[src/rtl/branch_predict_unit.sv]
// Gshare branch predictor: a PHT of 2-bit saturating counters indexed by PC xor global history,
// with non-speculative training from EX, a same-cycle mispredict flush and resolve/miss statistics.
module branch_predict_unit #(
  parameter int IDX_W = 6,
  parameter int CNT_W = 16
) (
  input  logic             clk,
  input  logic             rst,
  input  logic [31:0]      pcF,
  input  logic             is_branchF,
  output logic             pred_takeF,
  output logic [IDX_W-1:0] pred_idxF,
  input  logic             upd_en,
  input  logic [IDX_W-1:0] upd_idx,
  input  logic             upd_pred,
  input  logic             upd_taken,
  output logic             mispredictE,
  output logic [CNT_W-1:0] branch_cnt,
  output logic [CNT_W-1:0] miss_cnt
);

  localparam int ENTRIES = 1 << IDX_W;

  logic [1:0]       pht [ENTRIES];
  logic [IDX_W-1:0] ghr;
  logic [1:0]       upd_cur;
  logic [1:0]       upd_next;

  // Only the word-aligned low PC bits feed the index.
  logic unused_pc;
  assign unused_pc = ^{pcF[31:IDX_W+2], pcF[1:0]};

  assign pred_idxF   = pcF[IDX_W+1:2] ^ ghr;
  assign pred_takeF  = !rst && is_branchF && pht[pred_idxF][1];
  assign mispredictE = !rst && upd_en && (upd_pred ^ upd_taken);

  assign upd_cur = pht[upd_idx];

  always_comb begin
    // NOTE: assigning a default before any conditional keeps this purely combinational (no latch).
    upd_next = upd_cur;
    if (upd_taken && upd_cur != 2'b11)
      upd_next = upd_cur + 2'd1;
    else if (!upd_taken && upd_cur != 2'b00)
      upd_next = upd_cur - 2'd1;
  end

  always_ff @(posedge clk) begin
    if (rst) begin
      // NOTE: every PHT entry must come out of reset as weak-NT, so the table is a resettable
      // register array rather than a RAM macro.
      for (int i = 0; i < ENTRIES; i++) pht[i] <= 2'b01;
      ghr        <= '0;
      branch_cnt <= '0;
      miss_cnt   <= '0;
    end else if (upd_en) begin
      // NOTE: non-blocking writes mean a lookup of the same entry this cycle still reads the
      // pre-update counter and pre-update history.
      pht[upd_idx] <= upd_next;
      ghr          <= {ghr[IDX_W-2:0], upd_taken};
      branch_cnt   <= branch_cnt + CNT_W'(1);
      if (mispredictE) miss_cnt <= miss_cnt + CNT_W'(1);
    end
  end

endmodule

[config.mk]
export PLATFORM = sky130hd
export DESIGN_NAME = branch_predict_unit
export DESIGN_NICKNAME = d
export VERILOG_FILES = /design/src/rtl/branch_predict_unit.sv
export SDC_FILE = /design/constraint.sdc
export NUM_CORES = 1
export LEC_CHECK = 0
export CAP_MARGIN = 10
export CORE_ASPECT_RATIO = 0.8
export CORE_MARGIN = 4
export CORE_UTILIZATION = 46
export CTS_CLUSTER_DIAMETER = 50
export DETAILED_ROUTE_END_ITERATION = 10
export HOLD_SLACK_MARGIN = 0.06
export PLACE_DENSITY = 0.66
export SYNTH_ARGS = -nofsm -noshare
export SYNTH_HDL_FRONTEND = slang
export SYNTH_SLANG_ARGS = --single-unit
[constraint.sdc]
create_clock -name clk -period 12.36 [get_ports clk]
set_clock_uncertainty 0.2 [all_clocks]
set_input_delay 3.09 -clock clk [delete_from_list [all_inputs] [get_ports clk]]
set_output_delay 3.09 -clock clk [all_outputs]
set_load 0.05 [all_outputs]
# Word level (Yosys, flattened, before mapping)
# Memory sizes are Yosys's and may differ from the RTL's.
# Index checks and enable logic that the tools add are counted.
dict set report classes {
  div 0
  mux 10
  magnitude_cmp 0
  n_reduce_logical 11
  n_addsub 4
  n_bitwise 2
  n_eq_ne 1
  n_shift 0
  multipliers 0
}
# operator n
set op_table {}
lappend op_table {{$add 16x1->16 const B} 2}
lappend op_table {{$logic_and 1x1->1} 6}
lappend op_table {{$mux 1} 6}
lappend op_table {{$mux 2} 3}
lappend op_table {{$mux 6} 1}
lappend op_table {{$xor 6x6->6} 1}
lappend op_table {{$add 2x1->2 const B} 1}
lappend op_table {{$logic_not 1->1} 2}
lappend op_table {{$ne 2x2->1 const B} 1}
lappend op_table {{$reduce_and 2->1} 1}
lappend op_table {{$reduce_bool 2->1} 1}
lappend op_table {{$reduce_or 2->1} 1}
lappend op_table {{$sub 2x1->2 const B} 1}
lappend op_table {{$xor 1x1->1} 1}
dict set report totals {
  register_bits 38
  word_cells 32
  mem_count 1
  mem_bits_rw 128
  latchBits 0
  mem_bits_ro 0
}
# name words width rd rd_ports_with_merged_regs write_ports line_no
set mem_list {}
lappend mem_list {pht 64 2 2 0 64 24} ;# logic [1:0] pht [ENTRIES];

# Longest topological paths before layout
# Gate-level depths: netlist of the first run.
# An unclocked memory read counts as a cell.
dict set report depth {
  ltp_word 6
  mapped_depth 18
}

# Least setup slack after synthesis of the first run
# No wires, ideal clock.
dict set report synth_path {
  path_type {input -> output}
  start {in pcF[3]}
  end {out pred_takeF}
  n_path_buf 1
  stages 7
  required_time_ps 9070
  arrival_time_ps 6479
  slack_ps 2591
  cell_sequence {xor2_1 > clkbuf_1 > mux4_2 > mux2i_1 > o21ai_0 > a211oi_1 > nor4b_1}
}
dict set report synth_via {
  elab_chain_len 3
}
# element line_no
set synth_rtl {}
lappend synth_rtl {{from (decl)} 9} ;# input logic [31:0] pcF,
lappend synth_rtl {{$xor 6x6->6} 33} ;# assign pred_idxF = pcF[IDX_W+1:2] ^ ghr;
lappend synth_rtl {{net pred_idxF[1]} 12} ;# output logic [IDX_W-1:0] pred_idxF,
lappend synth_rtl {{$mem_v2 64x2} --}
lappend synth_rtl {{$logic_and 1x1->1} 34} ;# assign pred_takeF = !rst && is_branchF && pht[pred_idxF][1];
lappend synth_rtl {{to (decl)} 11} ;# output logic pred_takeF,
# The timed path passes the listed nets, and every way through them passes these cells.

# Worst setup path in the final report of the first run
dict set report layout_path {
  start {in pcF[4]}
  end {out pred_takeF}
}
dict set report layout_via {
  elab_chain_len 3
}
# element line_no
set layout_rtl {}
lappend layout_rtl {{$xor 6x6->6} 33}
lappend layout_rtl {{$mem_v2 64x2} --}
lappend layout_rtl {{$logic_and 1x1->1} 34}
# Every way passes these cells.

==> metrics.yaml, run 1 <==
critical_path:
  cp_max_fo: 10
  rrSetupSlack_ns: 8.02
  r2r-start: "pht[25][0]$_SDFFCE_PN1P_"
  crit_start: "pcF[4]"
  cp.arrival_ns: 6.44
  crit_required_ns: 9.07
  cp-start-kind: "input port"
  reg2reg_to: "pht[33][0]$_SDFFCE_PN1P_"
  r2r_cells: 11
  cp-end-kind: "primary output"
  worstSetupPathType: "in2out"
global_routing:
  grt_pass1_wl_um: 42900
  antenna_found_initial: 0
  met1_usage: 0.348
  grt_pass1_vias: 7217
  grt_use_met3: 0.0636
  overflow: 0
  grt_start_max_net_pins: 66
  use_met2: 0.341
  busiest_layer: "met1"
  grt_use_total: 0.233
clock_tree:
  cts_hold_buf: 0
  clock_path_buffers: 2
  cts_max_level: 4
  cts.sinks: 166
  clkTransAtPathRegs_ns: 0.07
  postCtsSetupBuffers: 0
  post_cts_resized: 0
  cts_tree: "done"
  cts-root-buf: "clkbuf_16"
  insertion_delay_ns: 0.44
  numCtsBuffers: 17
synth:
  synth_warnings: 0
  yosysTopAreaCell: "edfxtp_1"
  syn_area_um2: 9880
  synth_area_leaders: "edfxtp_1 39%, dfxtp_1 7.7%, mux4_2 5.9%, nand2_1 5.5%, nor2_1 4.0%"
  ys_ff_latch: 166
  ys.flop_type: "edfxtp_1"
  syn_avg_cell_area_um2: 10.4
  synth_edf_count: 128
  synth_top_area_share: 0.389
  syn-num-nets: 995
  synth.most_common_cell: "nand2_1"
  ys_types: 68
  synth_sequential_area_ratio: 0.466
  synthArstFlopShare: 0
  syn_inst: 947
  synthTopCellsByCount: "144 x nand2_1, 128 x edfxtp_1, 104 x nor2_1, 45 x or2_2, 44 x o21ai_2"
sta:
  min_period_ns: 9.73
  timing.final.crit_share: 0.787
  slew_headroom: 0.213
  fin_hold_ws_ns: 0.328
  max_freq_mhz: 103
  setup_ws_ns: 2.63
  worstMarginPinSlew_ns: 1.17
  fin_setup_tns_ns: 0
  rsz0062_at_grt: "false"
  drv_slew: 0
  setup-violations-final: 0
  hold_viol_final: 0
floorplanning:
  core_area_um2: 20900
  die_h_um: 139
  start_util: 0.473
  ios: 84
  dieArea_um2: 23900
  rows: 47
  die_w_um: 172
hold_path:
  holdCritPathClass: "reg2reg"
  hold_depth: 2
  min_from: "branch_cnt[15]$_SDFFE_PP0P_"
  min_to: "branch_cnt[15]$_SDFFE_PP0P_"
layout:
  drive_gt1_frac: 0.202
  area_delta_synth_final_pct: 12.0
  final_cell_area_um2: 11100
  antenna_cells: 0
  fin_util: 0.530
  layout.nets: 1015
outcome:
  outcome: "finished clean"
run:
  maxCapViolCount: 0
route:
  post-route-drc-count: 0
  avgViaCountPerCell: 6.13
  avgRoutedWirePerCell_um: 22.2
  drt-pass1-iter-count: 8
  antenna_left: 0
  routed-via-count: 7656
  drt_iter0_drc: 797
  routed_wl_um: 27700
power:
  leakage_nw: 3.53
  ir_worst_vdd_mv: 0.0999
  power.density_nw_per_um2: 125
placement:
  place_hpwl_um: 17800
  placed_area_um2: 10500
  port_buffers: 57
  place_congestion: 0.860
  pre_cts_ws_ns: 2.68
==> power by group <==
part	leakage, nW	switching, W	internal (W)
Sequential	1.42	0.00000921	0.000610
Combinational	1.81	0.000171	0.0000648
Clock	0.295	0.000239	0.000292
Total	3.53	0.000419	0.000967
==> critical path, cell delays in order <==
cell	delay (ns)
clkdlybuf4s50_1	0.48
xor2_1	0.69
mux2i_1	0.19
o21ai_0	0.24
a2111oi_0	0.15
nor4b_1	0.65
clkdlybuf4s50_1	0.94
==> cell families (layout without fill, tap and decap cells) <==
family	Yosys count	count (layout)	share of synthesized area
XOR/XNOR	35	35	0.0310
multiplexers	67	67	0.109
flip-flops	166	166	0.466
AO/OA/AOI/OAI	186	186	0.144
AND/OR/NAND/NOR	405	405	0.194
buffers and inverters	84	117	0.0508
adder cells (fa/ha/maj)	4	4	0.00507
==> placed cells by master (no fill, tap or decap), types with 6 or more instances in the layout <==
cell type / n
inv_1: 12
and3_1: 8
o2bb2ai_1: 14
clkdlybuf4s50_1: 54
nand3_1: 28
dfxtp_1: 38
mux4_2: 26
o21ai_0: 38
o21bai_2: 16
nor2_1: 104
or2_2: 45
a21oi_1: 8
xor2_1: 25
mux2i_1: 30
buf_4: 16
nand4_1: 8
o21ai_2: 44
o22ai_1: 29
nand2b_1: 32
nor3_1: 6
xnor2_1: 9
clkbuf_16: 19
nand2_1: 144
edfxtp_1: 128
==> layout make-up <==
class | count | area [µm²]
repair buffers | 73 | 676
fillers | 1809 | 9810
inverters | 12 | 45.0
clock inverters | 12 | 101
flip-flops and latches | 166 | 4600
clock buffers | 20 | 489
multi-input cells | 697 | 4820
well taps | 269 | 337
==> registers in the layout, summed over array words and instances, names as in the netlist <==
signal,flops
pht,128
branch_cnt,16
miss_cnt,16
ghr,6
==> how the worst max path moves through the flow <==
| stage | to | cells after the start |
|---|---|---|
| after floorplan | pred_takeF | 7 |
| after global placement | pred_takeF | 7 |
| after detailed placement | pred_takeF | 7 |
| after CTS | pred_takeF | 7 |
| after global routing | pred_takeF | 7 |
| final | pred_takeF | 7 |
==> per-layer routing <==
layer	wire length [µm]	part of all wire	vias up
met5	0	0	-
met4	443	0.016	0
met2	12200	0.44	407
met1	12100	0.44	3721
li1	-	-	3481
met3	3030	0.11	47
==> stage by stage <==
stage	cells	power, W
after detailed placement	1217	0.000863
after global routing	1249	0.00143
final	1249	0.00139
after global placement	1217	0.000861
after floorplan	947	0.000799
after CTS	1249	0.00139
Note: power is estimated with default switching activity, not from simulation.
==> run 2, diff against run 1 <==
==> constraint.sdc (replaced) <==
create_clock -name clk -period 9.7 [get_ports clk]
set_clock_uncertainty 0.2 [all_clocks]
set_input_delay 2.425 -clock clk [delete_from_list [all_inputs] [get_ports clk]]
set_output_delay 2.425 -clock clk [all_outputs]
set_load 0.05 [all_outputs]
==> run 2 against run 1 <==
Effect of this change:
- critical path depth rose by 2
- clock-buffer cell count fell by 2
- via count up 0.17%
- largest cell class unchanged
- worst setup slack got worse by 1.5 ns
- register-to-register slack got worse by 2.9 ns
- largest power group unchanged
- sequential share of layout area up 0.19 points
==> metrics.yaml, run 2 (same netlist as run 1, synthesis figures left out) <==
global_routing:
  grt_start_max_net_pins: 66  # unchanged
  grt_pass1_vias: 7209  # was 7,217
  grt_use_total: 0.232  # was 0.233
  grt_pass1_wl_um: 42400  # was 42,900 µm
  antenna_found_initial: 0  # unchanged
  overflow: 0  # unchanged
route:
  drt_iter0_drc: 807  # was 797
  avgViaCountPerCell: 6.14  # was 6.13
  antenna_left: 0  # unchanged
  post-route-drc-count: 0  # unchanged
  routed-via-count: 7669  # was 7,656
  avgRoutedWirePerCell_um: 22.4  # was 22.2 µm
  drt-pass1-iter-count: 7  # was 8
  routed_wl_um: 27900  # was 27,700 µm
layout:
  final_common_cell: "nand2_1"  # unchanged
  antenna_cells: 0  # unchanged
  fillers: 1791  # was 1,809
  fin_util: 0.528  # was 0.530
  layout_common_cells: "144 x nand2_1, 128 x edfxtp_1, 104 x nor2_1"  # unchanged
  layout.nets: 1015  # unchanged
  largest_reg_flops: 128  # unchanged
  top_register: "pht"  # unchanged
  drive_gt1_frac: 0.200  # was 0.202
  reg_top3: "pht (128), branch_cnt (16), miss_cnt (16)"  # unchanged
  area_delta_synth_final_pct: 11.5  # was 12.0%
floorplanning:
  dieArea_um2: 23900  # unchanged
  rows: 47  # unchanged
  die_h_um: 139  # unchanged
  start_util: 0.473  # unchanged
  ios: 84  # unchanged
  core_area_um2: 20900  # unchanged
  die_w_um: 172  # unchanged
clock_tree:
  clock_path_buffers: 2  # unchanged
  insertion_delay_ns: 0.43  # was 0.44 ns
  cts.sinks: 166  # unchanged
  cts-root-buf: "clkbuf_16"  # unchanged
  post_cts_resized: 0  # unchanged
  clkTransAtPathRegs_ns: 0.06  # was 0.07 ns
  numCtsBuffers: 17  # unchanged
  cts_tree: "done"  # unchanged
  cts_hold_buf: 0  # unchanged
  cts_max_level: 4  # unchanged
  postCtsSetupBuffers: 0  # unchanged
critical_path:
  worstSetupPathType: "in2out"  # unchanged
  cp-start-kind: "input port"  # unchanged
  cp.arrival_ns: 5.98  # was 6.44 ns
  cp_max_fo: 8  # was 10
  cp-end-kind: "primary output"  # unchanged
  crit_required_ns: 7.08  # was 9.07 ns
sta:
  max_freq_mhz: 116
  rsz0062_at_grt: "false"  # unchanged
  setup-violations-final: 0  # unchanged
  hold_viol_final: 0  # unchanged
  drv_slew: 0  # unchanged
  worstMarginPinSlew_ns: 1.20  # was 1.17 ns
  min_period_ns: 8.60
  slew_headroom: 0.201  # was 0.213
  timing.final.crit_share: 0.887
  fin_setup_tns_ns: 0  # unchanged
power:
  leakage_nw: 3.51  # was 3.53 nW
  ir_worst_vdd_mv: 0.116  # was 0.0999 mV
  power.density_nw_per_um2: 156  # was 125 nW/µm²
run:
  maxCapViolCount: 0  # unchanged
placement:
  place_hpwl_um: 18100  # was 17,800 µm
  port_buffers: 57  # unchanged
  place_congestion: 0.895  # was 0.860
hold_path:
  holdCritPathClass: "reg2reg"  # unchanged
outcome:
  outcome: "finished clean"  # unchanged
==> run 2: metal layers <==
metal  up-vias  global-route usage  share of wire
met3        45              0.0758           0.10
met2       370               0.339           0.44
met5         -                   0              0
li1       3485                   -              -
met1      3769               0.333           0.44
met4         0              0.0616          0.020
==> run 2: path summary, 6_finish.rpt <==
path,startpoint,to,slack [ns],cells past startpoint
worst max-delay path,pcF[2],pred_takeF,1.10,9
worst min-delay path,miss_cnt[15]$_SDFFE_PP0P_,miss_cnt[15]$_SDFFE_PP0P_,0.32,2
worst max register to register,pht[28][0]$_SDFFCE_PN1P_,pht[33][0]$_SDFFCE_PN1P_,5.14,11
worst min register to register,miss_cnt[15]$_SDFFE_PP0P_,miss_cnt[15]$_SDFFE_PP0P_,0.32,2
==> run 2: worst max-delay path, stage by stage <==
cell and delay [ns]:
clkdlybuf4s50_1 0.50, xor2_2 0.48, buf_4 0.32, mux4_2 0.25, mux2i_1 0.06, o21ai_0 0.19, a211oi_1 0.09, nor4b_1 0.71
clkdlybuf4s50_1 0.95
==> run 2: final cells by class <==
type                            count  area, µm²  share of cell area
Multi-Input combinational cell    697       4820               0.437
Sequential cell                   166       4600               0.418
Timing Repair Buffer               73        686              0.0622
Clock buffer                       18        429              0.0390
Tap cell                          269        337              0.0305
Clock inverter                     14        100             0.00908
Inverter                           12       45.0             0.00409
==> run 2: through the flow <==
stage	area [µm²]	setup slack, ns	cells	hold slack [ns]	total power, W
2_1_floorplan	9880	1.26	947	0.281	0.00102
3_3_place_gp	10500	1.26	1216	0.303	0.00110
3_5_place_dp	10500	1.17	1216	0.315	0.00110
4_1_cts	11000	1.15	1248	0.332	0.00172
5_1_grt	11000	0.973	1249	0.360	0.00177
6_report	11000	1.10	1249	0.323	0.00172
==> run 2: report_power, final <==
group          switching [W]  internal (W)  leakage, nW  total (W)
registers          0.0000115      0.000777         1.42   0.000789
logic               0.000221     0.0000831         1.82   0.000304
clock network       0.000296      0.000330        0.269   0.000626
==> run 3, diff against run 2 <==
--- a/config.mk
+++ b/config.mk
@@ -5,6 +5,7 @@
 export SDC_FILE = /design/constraint.sdc
 export NUM_CORES = 1
 export LEC_CHECK = 0
+export ABC_AREA = 1
 export CAP_MARGIN = 10
 export CORE_ASPECT_RATIO = 0.8
 export CORE_MARGIN = 4
==> run 3 against run 2 <==
Effect of this change:
- synthesized cell count rose by 34%
- core utilization rose by 0.22 points
- clock-buffer cell count rose by 6
- largest cell class is now flip-flops and latches
==> metrics.yaml, run 3 <==
outcome:
  outcome: "finished clean"  # unchanged
route:
  drt_iter0_drc: 1139  # was 807
  routed-via-count: 8509  # was 7,669
  routed_wl_um: 27200  # was 27,900 µm
  avgViaCountPerCell: 5.38  # was 6.14
  post-route-drc-count: 0  # unchanged
  drt-pass1-iter-count: 6  # was 7
  antenna_left: 0  # unchanged
  avgRoutedWirePerCell_um: 17.2  # was 22.4 µm
hold_path:
  holdCritPathClass: "reg2reg"  # unchanged
  hold_depth: 2  # unchanged
  min_from: "miss_cnt[12]$_SDFFE_PP0P_"  # was miss_cnt[15]$_SDFFE_PP0P_
  min_to: "miss_cnt[12]$_SDFFE_PP0P_"  # was miss_cnt[15]$_SDFFE_PP0P_
clock_tree:
  cts_hold_buf: 0  # unchanged
  clock_path_buffers: 2  # unchanged
  cts-root-buf: "clkbuf_16"  # unchanged
  cts_tree: "done"  # unchanged
  cts.sinks: 166  # unchanged
  clkTransAtPathRegs_ns: 0.06  # about the same
  numCtsBuffers: 17  # unchanged
  post_cts_resized: 0  # unchanged
  insertion_delay_ns: 0.43  # about the same
  postCtsSetupBuffers: 0  # unchanged
  cts_max_level: 4  # unchanged
placement:
  port_buffers: 57  # unchanged
  pre_cts_ws_ns: 1.28  # was 1.17 ns
  place_inst: 1549  # was 1,216
  place_congestion: 0.877  # was 0.895
  place_hpwl_um: 17300  # was 18,100 µm
  placed_area_um2: 10100  # was 10,500 µm²
sta:
  drv_slew: 0  # unchanged
  max_freq_mhz: 118  # was 116 MHz
  timing.final.crit_share: 0.877  # was 0.887
  rsz0062_at_grt: "false"  # unchanged
  setup_ws_ns: 1.19  # was 1.10 ns
  slew_headroom: 0.327  # was 0.201
  min_period_ns: 8.51  # was 8.60 ns
  setup-violations-final: 0  # unchanged
  fin_setup_tns_ns: 0  # unchanged
  hold_viol_final: 0  # unchanged
  worstMarginPinSlew_ns: 1.01  # was 1.20 ns
layout:
  final_common_cell: "nand2_1"  # unchanged
  antenna_cells: 0  # unchanged
  multiInputGateArea_um2: 3750  # was 4820 µm²
  layout_common_cells: "353 x nand2_1, 185 x inv_1, 181 x nor2_1"  # was 144 x nand2_1, 128 x edfxtp_1, 104 x nor2_1
  drive_gt1_frac: 0.0433  # was 0.200
  fillers: 1950  # was 1,791
  regArea_um2: 4600  # unchanged
  reg_top3: "pht (128), branch_cnt (16), miss_cnt (16)"  # unchanged
  area_delta_synth_final_pct: 12.3  # was 11.5%
  layout.nets: 1352  # was 1,015
  largest_reg_flops: 128  # unchanged
  instances_no_fill: 1581  # was 1,249
  top_register: "pht"  # unchanged
  final_cell_area_um2: 10600  # was 11,000 µm²
synth:
  synth_area_leaders: "edfxtp_1 41%, nand2_1 14%, nand3_1 8.8%, dfxtp_1 8.0%, inv_1 7.3%"  # was edfxtp_1 39%, dfxtp_1 7.7%, mux4_2 5.9%, nand2_1 5.5%, nor2_1 4.0%
  syn_area_um2: 9450  # was 9880 µm²
  syn-num-nets: 1321  # was 995
  synth_top_area_share: 0.407  # was 0.389
  ys_ff_latch: 166  # unchanged
  synth_warnings: 0  # unchanged
  yosysTopAreaCell: "edfxtp_1"  # unchanged
  ys.flop_type: "edfxtp_1"  # unchanged
  synth.most_common_cell: "nand2_1"  # unchanged
  synth_edf_count: 128  # unchanged
  syn_inst: 1273  # was 947
  ys_types: 35  # was 68
  syn_avg_cell_area_um2: 7.43  # was 10.4 µm²
  synth_sequential_area_ratio: 0.487  # was 0.466
  synthTopCellsByCount: "353 x nand2_1, 185 x inv_1, 181 x nor2_1, 167 x nand3_1, 128 x edfxtp_1"  # was 144 x nand2_1, 128 x edfxtp_1, 104 x nor2_1, 45 x or2_2, 44 x o21ai_2
  synthArstFlopShare: 0  # unchanged
global_routing:
  met1_usage: 0.331  # was 0.333
  antenna_found_initial: 0  # unchanged
  grt_start_max_net_pins: 73  # was 66
  overflow: 0  # unchanged
  use_met2: 0.388  # was 0.339
  grt_pass1_vias: 7915  # was 7,209
  grt_use_total: 0.240  # was 0.232
  grt_pass1_wl_um: 42800  # was 42,400 µm
  busiest_layer: "met2"  # unchanged
  grt_use_met3: 0.0494  # was 0.0758
floorplanning:
  ios: 84  # unchanged
  die_w_um: 168  # was 172 µm
  dieArea_um2: 22900  # was 23,900 µm²
  die_h_um: 136  # was 139 µm
  rows: 46  # was 47
  core_area_um2: 20000  # was 20,900 µm²
  start_util: 0.472  # was 0.473
critical_path:
  cp-start-kind: "input port"  # unchanged
  r2r-start: "pht[42][0]$_SDFFCE_PN1P_"  # was pht[28][0]$_SDFFCE_PN1P_
  worstSetupPathType: "in2out"  # unchanged
  rrSetupSlack_ns: 6.44  # was 5.14 ns
  cp.arrival_ns: 5.88  # was 5.98 ns
  reg2reg_to: "pht[28][0]$_SDFFCE_PN1P_"  # was pht[33][0]$_SDFFCE_PN1P_
  cp-end-kind: "primary output"  # unchanged
  r2r_cells: 13  # was 11
  crit_required_ns: 7.08  # about the same
  cp_max_fo: 21  # was 8
power:
  leakage_nw: 4.16  # was 3.51 nW
  power.density_nw_per_um2: 160  # was 156 nW/µm²
  ir_worst_vdd_mv: 0.0806  # was 0.116 mV
run:
  maxCapViolCount: 0  # unchanged
-- run 3: worst max-delay path by stage --
stage,startpoint,endpoint
6_report,pcF[2],pred_takeF
5_1_grt,pcF[2],pred_takeF
3_3_place_gp,pcF[2],pred_takeF
3_5_place_dp,pcF[2],pred_takeF
2_1_floorplan,pcF[2],pred_takeF
4_1_cts,pcF[2],pred_takeF
-- run 3: metrics by stage --
step | total power (W) | util | hold slack (ns)
floorplan | 0.00100 | - | 0.289
global placement | 0.00107 | 0.503 | 0.257
detailed placement | 0.00107 | 0.503 | 0.261
CTS | 0.00170 | 0.530 | 0.272
global route | 0.00176 | 0.530 | 0.309
finish | 0.00170 | 0.530 | 0.265
-- run 3: cell families after synthesis --
| logic type | Yosys count | share of synthesized area |
|---|---|---|
| AND/OR/NAND/NOR | 745 | 0.329 |
| flip-flops | 166 | 0.487 |
| buffers and inverters | 250 | 0.116 |
| XOR/XNOR | 7 | 0.00649 |
| adder cells (fa/ha/maj) | 4 | 0.00529 |
| AO/OA/AOI/OAI | 101 | 0.0563 |
-- run 3: cell type report --
cell class / instances / share of cell area
clock buffers: 24 / 0.0466
flip-flops and latches: 166 / 0.434
multi-input cells: 857 / 0.353
well taps: 264 / 0.0311
repair buffers: 71 / 0.0632
inverters: 191 / 0.0675
clock inverters: 8 / 0.00448
-- run 3: worst max-delay path: stages --
cell and delay (ns):
clkdlybuf4s50_1 0.44, inv_1 0.09, nand2_1 0.16, nand2_1 0.72, buf_4 0.31, nand2_1 0.07
nand3_1 0.09, nand3_1 0.09, nand3_1 0.13, nand3_1 0.09, nand2_1 0.07, nor2_1 0.04
nor2_1 0.28, clkdlybuf4s50_1 0.87
-- run 3: report_power, final --
part | leakage [nW] | internal (W) | total, W | switching, W
logic | 2.43 | 0.0000665 | 0.000272 | 0.000206
registers | 1.45 | 0.000780 | 0.000791 | 0.0000108
clock network | 0.278 | 0.000357 | 0.000635 | 0.000278
total | 4.16 | 0.00120 | 0.00170 | 0.000494
-- run 3: layer usage --
| layer | vias up | wire, µm | share of wire |
|---|---|---|---|
| li1 | 4128 | - | - |
| met1 | 3995 | 11700 | 0.43 |
| met2 | 343 | 12500 | 0.46 |
| met3 | 43 | 2470 | 0.091 |
| met4 | 0 | 512 | 0.019 |
| met5 | - | 0 | 0 |
